`src/rtl/uart_operand_rx.sv`:
```
// uart_operand_rx: UART receiver that turns one host byte into two 4-bit adder operands.
//   The default frame is 8N1. Defining PARITY_EN switches the frame to 8E1, which adds
//   an even parity bit after D7.
//   Each good byte loads a = byte[3:0] and b = byte[7:4] and raises operands_valid for one cycle.
// Ports:
//   clk, rst_n          system clock and asynchronous active-low reset
//   rx                  serial input; idles high and is asynchronous to clk
//   a, b                registered operands taken from the last good byte
//   operands_valid      1-cycle pulse in the cycle a/b update
//   frame_err           1-cycle pulse when the stop bit is sampled low
//   parity_err          1-cycle pulse on a parity mismatch (tied 0 without PARITY_EN)
//   busy                high while the receiver is not idle
`timescale 1ns/1ps
module uart_operand_rx #(
  parameter int unsigned CLKS_PER_BIT = 5208
) (
  input  logic       clk,
  input  logic       rst_n,
  input  logic       rx,
  output logic [3:0] a,
  output logic [3:0] b,
  output logic       operands_valid,
  output logic       frame_err,
  output logic       parity_err,
  output logic       busy
);

  localparam int unsigned CNT_W = $clog2(CLKS_PER_BIT);
  localparam logic [CNT_W-1:0] CNT_HALF = CNT_W'(CLKS_PER_BIT / 2 - 1);
  localparam logic [CNT_W-1:0] CNT_FULL = CNT_W'(CLKS_PER_BIT - 1);

  typedef enum logic [2:0] {
    S_IDLE,
    S_START,
    S_DATA,
`ifdef PARITY_EN
    S_PARITY,
`endif
    S_STOP,
    S_WAIT_IDLE
  } state_e;

  state_e           state_q, state_d;
  logic             rx_meta_q, rx_meta_d;
  logic             rx_s_q, rx_s_d;
  logic             rx_prev_q, rx_prev_d;
  logic [1:0]       sync_vld_q, sync_vld_d;
  logic [CNT_W-1:0] cnt_q, cnt_d;
  logic [2:0]       bit_cnt_q, bit_cnt_d;
  logic [7:0]       shift_q, shift_d;
  logic [3:0]       a_q, a_d, b_q, b_d;
  logic             valid_q, valid_d;
  logic             ferr_q, ferr_d;
  logic             busy_q, busy_d;
  logic             tick_full;
`ifdef PARITY_EN
  logic             perr_q, perr_d;
  logic             par_bad_q, par_bad_d;
`endif

  // State and datapath registers; the synchroniser resets to the idle level.
  always_ff @(posedge clk or negedge rst_n) begin
    if (!rst_n) begin
      state_q    <= S_IDLE;
      rx_meta_q  <= 1'b1;
      rx_s_q     <= 1'b1;
      rx_prev_q  <= 1'b0;
      sync_vld_q <= 2'b00;
      cnt_q      <= '0;
      bit_cnt_q  <= 3'd0;
      shift_q    <= 8'h00;
      a_q        <= 4'h0;
      b_q        <= 4'h0;
      valid_q    <= 1'b0;
      ferr_q     <= 1'b0;
      busy_q     <= 1'b0;
`ifdef PARITY_EN
      perr_q     <= 1'b0;
      par_bad_q  <= 1'b0;
`endif
    end else begin
      state_q    <= state_d;
      rx_meta_q  <= rx_meta_d;
      rx_s_q     <= rx_s_d;
      rx_prev_q  <= rx_prev_d;
      sync_vld_q <= sync_vld_d;
      cnt_q      <= cnt_d;
      bit_cnt_q  <= bit_cnt_d;
      shift_q    <= shift_d;
      a_q        <= a_d;
      b_q        <= b_d;
      valid_q    <= valid_d;
      ferr_q     <= ferr_d;
      busy_q     <= busy_d;
`ifdef PARITY_EN
      perr_q     <= perr_d;
      par_bad_q  <= par_bad_d;
`endif
    end
  end

  // Next-state, sampling and output logic.
  always_comb begin
    state_d    = state_q;
    rx_meta_d  = rx;
    rx_s_d     = rx_meta_q;
    sync_vld_d = {sync_vld_q[0], 1'b1};
    // rx_prev only goes high once a genuinely high line has passed the synchroniser,
    // so a line that is already low when reset releases cannot look like a start edge.
    rx_prev_d  = sync_vld_q[1] & rx_s_q;
    cnt_d      = cnt_q;
    bit_cnt_d  = bit_cnt_q;
    shift_d    = shift_q;
    a_d        = a_q;
    b_d        = b_q;
    valid_d    = 1'b0;
    ferr_d     = 1'b0;
`ifdef PARITY_EN
    perr_d     = 1'b0;
    par_bad_d  = par_bad_q;
`endif
    tick_full  = (cnt_q == CNT_FULL);

    case (state_q)
      S_IDLE: begin
        cnt_d = '0;
        if (rx_prev_q && !rx_s_q) state_d = S_START;
      end
      S_START: begin
        cnt_d = cnt_q + CNT_W'(1);
        if (cnt_q == CNT_HALF) begin
          cnt_d   = '0;
          state_d = rx_s_q ? S_IDLE : S_DATA;
        end
      end
      S_DATA: begin
        cnt_d = cnt_q + CNT_W'(1);
        if (tick_full) begin
          cnt_d     = '0;
          shift_d   = {rx_s_q, shift_q[7:1]};
          bit_cnt_d = bit_cnt_q + 3'd1;
          if (bit_cnt_q == 3'd7) begin
`ifdef PARITY_EN
            state_d = S_PARITY;
`else
            state_d = S_STOP;
`endif
          end
        end
      end
`ifdef PARITY_EN
      S_PARITY: begin
        cnt_d = cnt_q + CNT_W'(1);
        if (tick_full) begin
          cnt_d     = '0;
          par_bad_d = rx_s_q ^ (^shift_q);
          state_d   = S_STOP;
        end
      end
`endif
      S_STOP: begin
        cnt_d = cnt_q + CNT_W'(1);
        if (tick_full) begin
          cnt_d = '0;
          // A low stop bit reports frame_err, which takes priority over a parity error.
          if (!rx_s_q) begin
            ferr_d  = 1'b1;
            state_d = S_WAIT_IDLE;
`ifdef PARITY_EN
          end else if (par_bad_q) begin
            perr_d  = 1'b1;
            state_d = S_IDLE;
`endif
          end else begin
            a_d     = shift_q[3:0];
            b_d     = shift_q[7:4];
            valid_d = 1'b1;
            state_d = S_IDLE;
          end
        end
      end
      S_WAIT_IDLE: begin
        if (rx_s_q) state_d = S_IDLE;
      end
      default: state_d = S_IDLE;
    endcase

    busy_d = (state_d != S_IDLE);
  end

  assign a              = a_q;
  assign b              = b_q;
  assign operands_valid = valid_q;
  assign frame_err      = ferr_q;
  assign busy           = busy_q;
`ifdef PARITY_EN
  assign parity_err     = perr_q;
`else
  assign parity_err     = 1'b0;
`endif

endmodule

```
`config.mk`:
```
export PLATFORM = sky130hd
export DESIGN_NAME = uart_operand_rx
export DESIGN_NICKNAME = d
export VERILOG_FILES = /design/src/rtl/uart_operand_rx.sv
export SDC_FILE = /design/constraint.sdc
export NUM_CORES = 1
export LEC_CHECK = 0
export ABC_AREA = 1
export CORE_AREA = 2 2 73 88
export CTS_BUF_LIST = sky130_fd_sc_hd__clkbuf_4
export DETAILED_ROUTE_END_ITERATION = 6
export DIE_AREA = 0 0 75 90
export PLACE_DENSITY = 0.56
export SETUP_SLACK_MARGIN = 0.02
export SLEW_MARGIN = 20
export SYNTH_ARGS = -nofsm -noshare
export SYNTH_HDL_FRONTEND = slang
export SYNTH_SLANG_ARGS = --single-unit
```
`constraint.sdc`:
```
create_clock -name clk -period 5.2 [get_ports clk]
set_clock_uncertainty 0.15 [all_clocks]
set_input_delay 0.78 -clock clk [delete_from_list [all_inputs] [get_ports clk]]
set_output_delay 0.78 -clock clk [all_outputs]
set_load 0.02 [all_outputs]
```
* After elaboration in Yosys (flattened, before gate mapping)
Index checks and enable logic that the tools add are counted.
** Word-level totals
- Register bits :: 43
- Input bits :: 3
- Word-level logic and storage cells :: 49
** Cells by class
- Add/sub/neg operators :: 2
- Equality and inequality tests :: 7
- Mux-type cells :: 18
- Bitwise operators :: 1
- Reductions and logical operators :: 8
** Operator list (number)
- 13-bit case mux with 3 select lines :: 1
- 13-bit two-way mux :: 2
- 3-bit two-way mux :: 7
- 3-bit case mux with 5 select lines :: 1
- 13-bit by 1-bit adder with 13-bit output (second input constant) :: 1
- 13-bit by 12-bit equality test with 1-bit output (second input constant) :: 1
- 13-bit equality test (second input constant) :: 1
- 3-bit by 2-bit equality test with 1-bit output (second input constant) :: 2
- 3-bit equality test (second input constant) :: 2
- 1-bit two-way mux :: 6
- 3-bit nonzero test :: 2
- 3-bit by 1-bit adder with 3-bit output (second input constant) :: 1
- 3-bit by 1-bit equality test with 1-bit output (second input constant) :: 1
- 3-bit zero test :: 1
- 3-bit AND reduction :: 1
- 2-bit two-way mux :: 1
- 2-bit AND reduction :: 1
- 2-bit OR reduction :: 1
- 1-bit AND :: 1
- 1-bit logical AND :: 1
- 1-bit zero test :: 1

* Logic depth before layout (Yosys ltp)
Gate-level depths: netlist of the first run.
- Word-level depth :: 5
- Depth in mapped cells :: 11
- Depth with buffers taken out :: 10

* Least setup slack after synthesis of the first run
OpenSTA, ideal clock, no wires.
- Path kind :: flip-flop to flip-flop
- Start point :: register cnt_q[0]
- End point :: register a_q[2] (netlist: a[2])
- Data arrival time :: 1.390 ns
- Data required time :: 4.933 ns
- Path slack :: 3.543 ns
- Cell stages (with the launch flop) :: 11
- Path buffers :: 2
- Cells stage by stage :: dfrtp_1 -> ha_1 -> buf_4 -> nand2_2 -> inv_2 -> nand2_1 -> nor2_4 -> nand4_4 -> buf_6 -> o21ai_1 -> inv_1
** On the way
- Cells in the longest elaborated chain, start to end :: 2
** Ends and longest elaborated chain
- from (decl) :: RTL line 48 : logic [CNT_W-1:0] cnt_q, cnt_d;
- from (signal assigned) :: RTL line 87 : cnt_q <= cnt_d;
- 13-bit equality test :: RTL line 122 : tick_full = (cnt_q == CNT_FULL);
- 3-bit AND reduction (no source line)
- to (signal assigned) :: RTL line 72 : a_q <= 4'h0;
- to (signal assigned) :: RTL line 90 : a_q <= a_d;
- to (decl) :: RTL line 51 : logic [3:0] a_q, a_d, b_q, b_d;
Every way passes these cells.
A chain may end at the register's enable or synchronous reset.

* Final worst setup path of the first run
- Start point :: register a_q[3] (netlist: a[3])
- End point :: output a[3]
** RTL lines
- to (decl) :: RTL line 20 : output logic [3:0] a,
No word-level cell between the ends.

==> impl_results.html, run 1 <==
<table>
<tr><th>Metric</th><th>Value</th></tr>
<tr><th colspan="2">Floorplanning</th></tr>
<tr><td>Core region area</td><td>5930 um^2</td></tr>
<tr><td>Total number of placement rows</td><td>31</td></tr>
<tr><td>Die Outline Area</td><td>6750 um^2</td></tr>
<tr><td>Initial Utilization</td><td>0.385</td></tr>
<tr><td>Number of ports placed on the die boundary</td><td>15</td></tr>
<tr><td>Height of the die</td><td>90 um</td></tr>
<tr><td>Die width</td><td>75 um</td></tr>
<tr><th colspan="2">Placement</th></tr>
<tr><td>Instance count after placement with tap cells included</td><td>389</td></tr>
<tr><td>Port-buffer cells</td><td>13</td></tr>
<tr><td>Placement Setup Slack</td><td>3.15 ns</td></tr>
<tr><td>Post-DP HPWL</td><td>3.58 mm</td></tr>
<tr><td>Routability congestion estimate</td><td>0.929</td></tr>
<tr><th colspan="2">STA</th></tr>
<tr><td>Highest clock frequency the design can meet</td><td>0.441 GHz</td></tr>
<tr><td>Final Cycle Share</td><td>0.436</td></tr>
<tr><td>Setup total negative slack</td><td>0 ns</td></tr>
<tr><td>Worst-margin pin slew</td><td>0.512 ns</td></tr>
<tr><td>Slew Limit Headroom</td><td>0.658</td></tr>
<tr><td>Hold_ws</td><td>0.119 ns</td></tr>
<tr><td>Clock period minus worst slack</td><td>2.27 ns</td></tr>
<tr><td>Number of max-slew violations in the final report</td><td>0</td></tr>
<tr><td>Endpoints failing setup</td><td>0</td></tr>
<tr><td>Number of hold-slack violations in the final timing report</td><td>0</td></tr>
<tr><td>RSZ-0062 raised after global routing</td><td>no</td></tr>
<tr><td>Post-route worst setup slack</td><td>2.93 ns</td></tr>
<tr><th colspan="2">Power and ir drop</th></tr>
<tr><td>Leak</td><td>1.33 nW</td></tr>
<tr><td>Highest ir drop seen on vdd</td><td>0.000126 V</td></tr>
<tr><td>Total power per unit cell area</td><td>266 nW/um^2</td></tr>
<tr><td>Tot Pwr</td><td>0.674 mW</td></tr>
<tr><th colspan="2">Synthesis</th></tr>
<tr><td>Library cell with the largest summed area after synthesis</td><td>sky130_fd_sc_hd__dfrtp_1</td></tr>
<tr><td>Gate Count Post-Synth</td><td>302</td></tr>
<tr><td>Distinct cells, synth</td><td>26</td></tr>
<tr><td>Post-synthesis sequential area ratio</td><td>0.472</td></tr>
<tr><td>Post-synth ARST share</td><td>1.00</td></tr>
<tr><td>Top cell type's share of synthesized area</td><td>0.449</td></tr>
<tr><td>Per-instance average area after synthesis</td><td>7.57 um^2</td></tr>
<tr><td>Ranking of synthesized cells by area</td><td>sky130_fd_sc_hd__dfrtp_1, sky130_fd_sc_hd__nand2_1, sky130_fd_sc_hd__inv_1</td></tr>
<tr><td>Post-Syn Nets</td><td>308</td></tr>
<tr><td>EDFF count, synth</td><td>0</td></tr>
<tr><td>Mapped cell area</td><td>2290 um^2</td></tr>
<tr><td>Flip-flop and latch count after synthesis</td><td>43</td></tr>
<tr><td>Top_reg_cell synth</td><td>sky130_fd_sc_hd__dfrtp_1</td></tr>
<tr><td>YS warnings</td><td>0</td></tr>
<tr><th colspan="2">Clock network</th></tr>
<tr><td>CTS tree</td><td>done</td></tr>
<tr><td>Clock net sink count</td><td>43</td></tr>
<tr><td>Cts bufs inserted</td><td>5</td></tr>
<tr><td>Buffer type at the clock tree root</td><td>sky130_fd_sc_hd__clkbuf_4</td></tr>
<tr><td>CTS HTree Levels</td><td>2</td></tr>
<tr><td>Clock edge transition at the registers on the reported setup and hold paths</td><td>0.15 ns</td></tr>
<tr><td>Clock network latency to the later pin of the worst-skew pair</td><td>0.36 ns</td></tr>
<tr><td>Number of buffers on the longest clock path</td><td>2</td></tr>
<tr><td>Setup fix buffers added after clock tree synthesis</td><td>0</td></tr>
<tr><td>Hold buffers post-CTS</td><td>0</td></tr>
<tr><td>Total of cells resized after clock tree synthesis</td><td>0</td></tr>
<tr><th colspan="2">Global route</th></tr>
<tr><td>Total gr overflow</td><td>0</td></tr>
<tr><td>Largest net degree at the start of global routing</td><td>44</td></tr>
<tr><td>Wire length of the first global-routing pass</td><td>8.42 mm</td></tr>
<tr><td>Antenna violations before repair</td><td>0</td></tr>
<tr><td>Number of global-route vias before repair</td><td>1792</td></tr>
<tr><td>All-Layer GR Usage</td><td>0.159</td></tr>
<tr><th colspan="2">Worst setup path</th></tr>
<tr><td>Top Family by Delay on Critical Path</td><td>buffers and inverters</td></tr>
<tr><td>Sort of element at the end of the critical path</td><td>primary output</td></tr>
<tr><td>Crit-path max FO</td><td>2</td></tr>
<tr><td>Beginning of the worst register-to-register path</td><td>state_q[2]$_DFF_PN0_</td></tr>
<tr><td>Start point of the critical path</td><td>a[3]$_DFFE_PN0P_</td></tr>
<tr><td>Number of buffers and inverters on the critical path</td><td>1</td></tr>
<tr><td>Worst Reg2Reg Path Length in Cells</td><td>5</td></tr>
<tr><td>Arrival time worst endpoint</td><td>1.34 ns</td></tr>
<tr><td>Critical path's largest stage delay</td><td>0.61 ns</td></tr>
<tr><td>Critical path, cell by cell</td><td>clkdlybuf4s50_1</td></tr>
<tr><td>Critical Path RT</td><td>4.27 ns</td></tr>
<tr><td>R2r endpoint</td><td>bit_cnt_q[0]$_DFFE_PN0P_</td></tr>
<tr><td>Crit start category</td><td>flop</td></tr>
<tr><td>Crit-path slowest cell</td><td>sky130_fd_sc_hd__clkdlybuf4s50_1</td></tr>
<tr><td>Worst Path Class, Setup</td><td>flop to primary output</td></tr>
<tr><td>Flop-to-flop setup slack</td><td>3.12 ns</td></tr>
<tr><th colspan="2">Finish</th></tr>
<tr><td>Share of layout cells above drive strength 1</td><td>0.0886</td></tr>
<tr><td>Count of fill cells added during filler insertion</td><td>617</td></tr>
<tr><td>Area grow syn2layout</td><td>10.6%</td></tr>
<tr><td>Commonest cells after routing, fill and taps aside</td><td>sky130_fd_sc_hd__nand2_1, sky130_fd_sc_hd__dfrtp_1, sky130_fd_sc_hd__inv_1, sky130_fd_sc_hd__nor2_1, sky130_fd_sc_hd__nand3_1</td></tr>
<tr><td>Antenna cell count</td><td>0</td></tr>
<tr><td>Post-layout instance count excluding filler cells</td><td>398</td></tr>
<tr><td>Net count reported at finish</td><td>321</td></tr>
<tr><td>Most common cell after layout, fill and taps aside</td><td>sky130_fd_sc_hd__nand2_1</td></tr>
<tr><th colspan="2">Route</th></tr>
<tr><td>Total via count after detailed routing</td><td>1867</td></tr>
<tr><td>Count of nets left with antenna violations after detail routing</td><td>0</td></tr>
<tr><td>Drt first-iter violations</td><td>96</td></tr>
<tr><td>Number of vias per cell after detailed routing</td><td>4.69</td></tr>
<tr><td>Post-detailed-routing wire length</td><td>4.94 mm</td></tr>
<tr><td>Drt pass-1 iters</td><td>4</td></tr>
<tr><td>Routed wire length per instance</td><td>12.4 um</td></tr>
<tr><td>Post-route DRC</td><td>0</td></tr>
<tr><th colspan="2">Outcome</th></tr>
<tr><td>Result of the run</td><td>completed</td></tr>
<tr><th colspan="2">Job</th></tr>
<tr><td>Number of maximum-capacitance constraint violations</td><td>0</td></tr>
<tr><th colspan="2">Hold path</th></tr>
<tr><td>Hold crit path type</td><td>input port to asynchronous set/reset pin</td></tr>
</table>
==> worst max path at each step <==
stage / slack (ns) / endpoint / cells past startpoint
2_1_floorplan: 3.54 / a[2]$_DFFE_PN0P_ / 10
3_3_place_gp: 3.22 / bit_cnt_q[0]$_DFFE_PN0P_ / 5
3_5_place_dp: 3.15 / bit_cnt_q[0]$_DFFE_PN0P_ / 5
4_1_cts: 2.91 / b[2] / 1
5_1_grt: 2.84 / a[3] / 1
6_report: 2.93 / a[3] / 1
==> where the power goes <==
group	switching [mW]	internal [mW]
Sequential	0.0276	0.357
Clock	0.116	0.0520
Combinational	0.0803	0.0408
==> metal layers <==
| layer | global-route usage | share of wire | vias to the layer above |
|---|---|---|---|
| met3 | 0.0303 | 0.036 | 10 |
| met2 | 0.239 | 0.48 | 33 |
| met4 | 0.0670 | 0.023 | 0 |
| li1 | - | - | 971 |
| met1 | 0.221 | 0.46 | 853 |
| met5 | 0 | 0 | - |
==> stage by stage <==
step / cell area, um^2 / utilization
floorplan: 2290 / -
global placement: 2450 / 0.413
detailed placement: 2450 / 0.413
CTS: 2510 / 0.423
global route: 2530 / 0.426
finish: 2530 / 0.426
==> sequential cells by signal, indices dropped and copies added, names as in the netlist <==
signal          cells
a                   4
b                   4
bit_cnt_q           3
busy                1
cnt_q              13
frame_err           1
operands_valid      1
rx_meta_q           1
rx_prev_q           1
rx_s_q              1
shift_q             8
state_q             3
sync_vld_q          2
==> final cells by class <==
class | instances | area [um^2] | area share
Tap cell | 82 | 103 | 0.0406
Sequential cell | 43 | 1080 | 0.427
Clock buffer | 5 | 37.5 | 0.0148
Multi-Input combinational cell | 204 | 968 | 0.383
Timing Repair Buffer | 14 | 145 | 0.0574
Inverter | 47 | 176 | 0.0698
Clock inverter | 3 | 20.0 | 0.00792
==> cell families (layout without fill, tap and decap cells) <==
| group | count (synthesis) | count (layout) | synth area share |
|---|---|---|---|
| other | 2 | 2 | 0.00329 |
| AOI/OAI and AO/OA | 23 | 23 | 0.0536 |
| xor gates and xnor gates | 2 | 2 | 0.00766 |
| buffers and inverters | 55 | 69 | 0.105 |
| and+or+nand+nor | 174 | 174 | 0.343 |
| adders and majority gates | 3 | 3 | 0.0164 |
| DFF | 43 | 43 | 0.472 |
==> synthesized netlist by cell type, types with 3 or more instances <==
| cell | instances |
|---|---|
| sky130_fd_sc_hd__inv_1 | 40 |
| sky130_fd_sc_hd__o21ai_1 | 14 |
| sky130_fd_sc_hd__buf_4 | 4 |
| sky130_fd_sc_hd__o21ai_0 | 5 |
| sky130_fd_sc_hd__nand2_1 | 90 |
| sky130_fd_sc_hd__nand3_1 | 30 |
| sky130_fd_sc_hd__inv_2 | 7 |
| sky130_fd_sc_hd__o211ai_1 | 3 |
| sky130_fd_sc_hd__nor2_1 | 31 |
| sky130_fd_sc_hd__nand4_1 | 12 |
| sky130_fd_sc_hd__dfrtp_1 | 41 |
| sky130_fd_sc_hd__ha_1 | 3 |
No activity file was read; power rests on OpenSTA's default activity.
==> run 2, diff against run 1 <==
--- a/config.mk
+++ b/config.mk
@@ -10,7 +10,7 @@
 export CTS_BUF_LIST = sky130_fd_sc_hd__clkbuf_4
 export DETAILED_ROUTE_END_ITERATION = 6
 export DIE_AREA = 0 0 75 90
-export PLACE_DENSITY = 0.56
+export PLACE_DENSITY = 0.58
 export SETUP_SLACK_MARGIN = 0.02
 export SLEW_MARGIN = 20
 export SYNTH_ARGS = -nofsm -noshare
==> constraint.sdc (replaced) <==
create_clock -name clk -period 1.8 [get_ports clk]
set_clock_uncertainty 0.15 [all_clocks]
set_input_delay 0.27 -clock clk [delete_from_list [all_inputs] [get_ports clk]]
set_output_delay 0.27 -clock clk [all_outputs]
set_load 0.02 [all_outputs]
==> run 2 against run 1 <==
  * Critical path depth increased by 9
  * Non-clock buffer count increased by 14
  * Via count increased by 7.3%
  * Total power increased to 3.3 times the previous value
  * Count of clock-buffer cells in the layout increased by 1
  * Sequential power increased to 2.9 times the previous value
  * Largest power group unchanged
  * Clock power increased to 3.7 times the previous value
  * Register-to-register slack got worse by 3.0 ns
  * Critical endpoint is now cnt_q[7]$_DFFE_PN0P_
  * Die area unchanged
==> impl_results.html, run 2 (synthesis gave the netlist of run 1 again) <==
<table>
<tr><th>Metric</th><th>Value</th></tr>
<tr><th colspan="2">Outcome</th></tr>
<tr><td>Result of the run</td><td>completed</td></tr>
<tr><th colspan="2">Floorplanning</th></tr>
<tr><td>Die width</td><td>75 um (unchanged)</td></tr>
<tr><td>Height of the die</td><td>90 um (unchanged)</td></tr>
<tr><td>Number of ports placed on the die boundary</td><td>15 (unchanged)</td></tr>
<tr><td>Initial Utilization</td><td>0.385 (unchanged)</td></tr>
<tr><td>Total number of placement rows</td><td>31 (unchanged)</td></tr>
<tr><td>Core region area</td><td>5930 um^2 (unchanged)</td></tr>
<tr><td>Die Outline Area</td><td>6750 um^2 (unchanged)</td></tr>
<tr><th colspan="2">Placement</th></tr>
<tr><td>Port-buffer cells</td><td>13 (unchanged)</td></tr>
<tr><td>Post-DP HPWL</td><td>3.80 mm (+6.2%)</td></tr>
<tr><td>Instance count after placement with tap cells included</td><td>401 (+3.1%)</td></tr>
<tr><td>Routability congestion estimate</td><td>0.925 (-0.44%)</td></tr>
<tr><th colspan="2">Finish</th></tr>
<tr><td>Count of fill cells added during filler insertion</td><td>624 (+1.1%)</td></tr>
<tr><td>Post-layout instance count excluding filler cells</td><td>413 (+3.8%)</td></tr>
<tr><td>Net count reported at finish</td><td>336 (+4.7%)</td></tr>
<tr><td>Antenna cell count</td><td>0 (unchanged)</td></tr>
<tr><td>Max reg flops</td><td>13 (unchanged)</td></tr>
<tr><td>Most common cell after layout, fill and taps aside</td><td>sky130_fd_sc_hd__nand2_1</td></tr>
<tr><td>Commonest cells after routing, fill and taps aside</td><td>sky130_fd_sc_hd__nand2_1, sky130_fd_sc_hd__inv_1, sky130_fd_sc_hd__dfrtp_1, sky130_fd_sc_hd__nor2_1, sky130_fd_sc_hd__nand3_1</td></tr>
<tr><td>Registers with the highest flip-flop counts</td><td>cnt_q: 13 flops, shift_q: 8 flops</td></tr>
<tr><td>Share of the core filled with cells in the final layout</td><td>0.469 (+0.0432)</td></tr>
<tr><td>Share of layout cells above drive strength 1</td><td>0.190 (+0.102)</td></tr>
<tr><td>Area grow syn2layout</td><td>21.8%</td></tr>
<tr><td>Register ranked first by flip-flop count</td><td>cnt_q</td></tr>
<tr><th colspan="2">Global route</th></tr>
<tr><td>Number of global-route vias before repair</td><td>1979 (+10%)</td></tr>
<tr><td>Total gr overflow</td><td>0 (unchanged)</td></tr>
<tr><td>Antenna violations before repair</td><td>0 (unchanged)</td></tr>
<tr><td>Largest net degree at the start of global routing</td><td>26 (-41%)</td></tr>
<tr><td>All-Layer GR Usage</td><td>0.173 (+0.0141)</td></tr>
<tr><td>Wire length of the first global-routing pass</td><td>9.08 mm (+7.9%)</td></tr>
<tr><th colspan="2">Hold path</th></tr>
<tr><td>Depth of the worst hold-timing path</td><td>1</td></tr>
<tr><td>Hold crit path type</td><td>input port to flop</td></tr>
<tr><th colspan="2">Power and ir drop</th></tr>
<tr><td>Leak</td><td>1.55 nW (+16%)</td></tr>
<tr><td>Total power per unit cell area</td><td>797 nW/um^2 (+200%)</td></tr>
<tr><td>Highest ir drop seen on vdd</td><td>0.000364 V (+190%)</td></tr>
<tr><th colspan="2">Worst setup path</th></tr>
<tr><td>Critical Path RT</td><td>1.89 ns (-2.38 ns)</td></tr>
<tr><td>Critical path, cell by cell</td><td>ha_4 -&gt; nand2_4 -&gt; inv_2 -&gt; nand2_2 -&gt; nor2_4 -&gt; nand2_2 -&gt; nand2_2 -&gt; nand2_4 -&gt; nand3_2 -&gt; o21ai_2</td></tr>
<tr><td>Beginning of the worst register-to-register path</td><td>cnt_q[0]$_DFFE_PN0P_</td></tr>
<tr><td>Start point of the critical path</td><td>cnt_q[0]$_DFFE_PN0P_</td></tr>
<tr><td>Crit-path slowest cell</td><td>sky130_fd_sc_hd__dfrtp_1</td></tr>
<tr><td>Flop-to-flop setup slack</td><td>0.08 ns (-3.04 ns)</td></tr>
<tr><td>Capturing element of the worst setup path</td><td>cnt_q[7]$_DFFE_PN0P_</td></tr>
<tr><td>Crit-path max FO</td><td>7 (+5)</td></tr>
<tr><td>Worst Reg2Reg Path Length in Cells</td><td>10 (+5)</td></tr>
<tr><td>Worst Path Class, Setup</td><td>flop to flop</td></tr>
<tr><td>Sort of element at the end of the critical path</td><td>flop</td></tr>
<tr><td>Critical path's largest stage delay</td><td>0.45 ns (-0.16 ns)</td></tr>
<tr><td>R2r endpoint</td><td>cnt_q[7]$_DFFE_PN0P_</td></tr>
<tr><td>Crit start category</td><td>flop</td></tr>
<tr><td>Arrival time worst endpoint</td><td>1.81 ns (+0.47 ns)</td></tr>
<tr><td>Dominant cell type by count on the critical path</td><td>sky130_fd_sc_hd__nand2_2</td></tr>
<tr><th colspan="2">Clock network</th></tr>
<tr><td>Number of buffers on the longest clock path</td><td>2 (unchanged)</td></tr>
<tr><td>Clock net sink count</td><td>43 (unchanged)</td></tr>
<tr><td>Clock network latency to the later pin of the worst-skew pair</td><td>0.35 ns (about the same)</td></tr>
<tr><td>CTS HTree Levels</td><td>2 (unchanged)</td></tr>
<tr><td>Buffer type at the clock tree root</td><td>sky130_fd_sc_hd__clkbuf_4</td></tr>
<tr><td>Clock edge transition at the registers on the reported setup and hold paths</td><td>0.12 ns (-0.03 ns)</td></tr>
<tr><td>Cts bufs inserted</td><td>5 (unchanged)</td></tr>
<tr><td>CTS tree</td><td>done</td></tr>
<tr><th colspan="2">STA</th></tr>
<tr><td>Highest clock frequency the design can meet</td><td>0.580 GHz</td></tr>
<tr><td>Endpoints failing setup</td><td>0 (unchanged)</td></tr>
<tr><td>RSZ-0062 raised after global routing</td><td>yes</td></tr>
<tr><td>Number of hold-slack violations in the final timing report</td><td>0 (unchanged)</td></tr>
<tr><td>Number of max-slew violations in the final report</td><td>0 (unchanged)</td></tr>
<tr><td>Final Cycle Share</td><td>0.958</td></tr>
<tr><td>Clock period minus worst slack</td><td>1.72 ns</td></tr>
<tr><th colspan="2">Route</th></tr>
<tr><td>Number of vias per cell after detailed routing</td><td>4.85 (+3.4%)</td></tr>
<tr><td>Post-detailed-routing wire length</td><td>5.32 mm (+7.8%)</td></tr>
<tr><td>Routed wire length per instance</td><td>12.9 um (+3.9%)</td></tr>
<tr><td>Count of nets left with antenna violations after detail routing</td><td>0 (unchanged)</td></tr>
<tr><td>Drt pass-1 iters</td><td>4 (unchanged)</td></tr>
<tr><td>Post-route DRC</td><td>0 (unchanged)</td></tr>
<tr><td>Total via count after detailed routing</td><td>2003 (+7.3%)</td></tr>
<tr><td>Drt first-iter violations</td><td>105 (+9.4%)</td></tr>
<tr><th colspan="2">Job</th></tr>
<tr><td>Number of maximum-capacitance constraint violations</td><td>0 (unchanged)</td></tr>
</table>
-- run 2: changes by cell type in the layout (fill, tap and decap cells not counted), sizes merged, moves of 2 or more --
cell / before / now
buf: 2 / 15
clkdlybuf4s50: 12 / 4
clkinv: 2 / 0
dlygate4sd2: 0 / 3
dlymetal6s2s: 0 / 5
-- run 2: power by group --
group	internal [mW]	leakage, nW	switching, mW
logic	0.191	0.930	0.285
registers	1.03	0.573	0.0832
clock network	0.308	0.0419	0.321
total	1.53	1.55	0.689
-- run 2: final cells by class --
cell class	count	area [um^2]	area share
multi-input combinational	205	1080	0.389
sequential	43	1080	0.388
tap	82	103	0.0368
clock buffer	6	45.0	0.0162
timing repair buffer	28	262	0.0939
clock inverter	2	37.5	0.0135
inverter	47	176	0.0633
-- run 2: stage by stage --
| step | setup TNS, ns | setup WS, ns | cell area [um^2] | hold WS [ns] | power (mW) |
|---|---|---|---|---|---|
| after floorplan | 0 | 0.143 | 2290 | -0.176 | 1.38 |
| after global placement | 0 | 0.0486 | 2550 | 0.0978 | 1.51 |
| after detailed placement | 0 | 0.0229 | 2550 | 0.0962 | 1.52 |
| after CTS | 0 | 0.0218 | 2650 | 0.150 | 2.17 |
| after global routing | -0.223 | -0.0355 | 2790 | 0.131 | 2.38 |
| final | 0 | 0.0750 | 2790 | 0.170 | 2.22 |
-- run 2: timing repair --
| action | CTS | global route |
|---|---|---|
| endpoints found under the hold margin | 18 | 0 |
| gates cloned | 0 | 1 |
| buffers inserted | 0 | 2 |
| resized for setup | 4 | 32 |
| setup endpoints to repair | 4 | 25 |
| pin swaps | 0 | 9 |
| hold buffers | 1 | 0 |
-- run 2: layer usage --
layer,vias to the layer above,part of all wire,GRT usage
met3,8,0.030,0.0314
met4,0,0.021,0.0610
met2,37,0.51,0.281
li1,1010,-,-
met5,-,0,0
met1,948,0.44,0.227
-- run 2: worst max-delay path, delay by kind of cell (launching register included) --
| family | cells | cell delay (ns) |
|---|---|---|
| AO/OA/AOI/OAI | 1 | 0.05 |
| buffers and inverters | 1 | 0.07 |
| adder cells (fa/ha/maj) | 1 | 0.19 |
| flip-flops | 1 | 0.45 |
| AND/OR/NAND/NOR | 7 | 0.71 |
-- run 2: worst min-delay path by stage --
stage | from | to | slack [ns]
after floorplan | rst_n | a[0]$_DFFE_PN0P_ | -0.18
after global placement | rst_n | cnt_q[6]$_DFFE_PN0P_ | 0.1
after detailed placement | rst_n | cnt_q[6]$_DFFE_PN0P_ | 0.1
after CTS | rx | rx_meta_q$_DFF_PN1_ | 0.15
after global routing | rx | rx_meta_q$_DFF_PN1_ | 0.13
final | rx | rx_meta_q$_DFF_PN1_ | 0.17
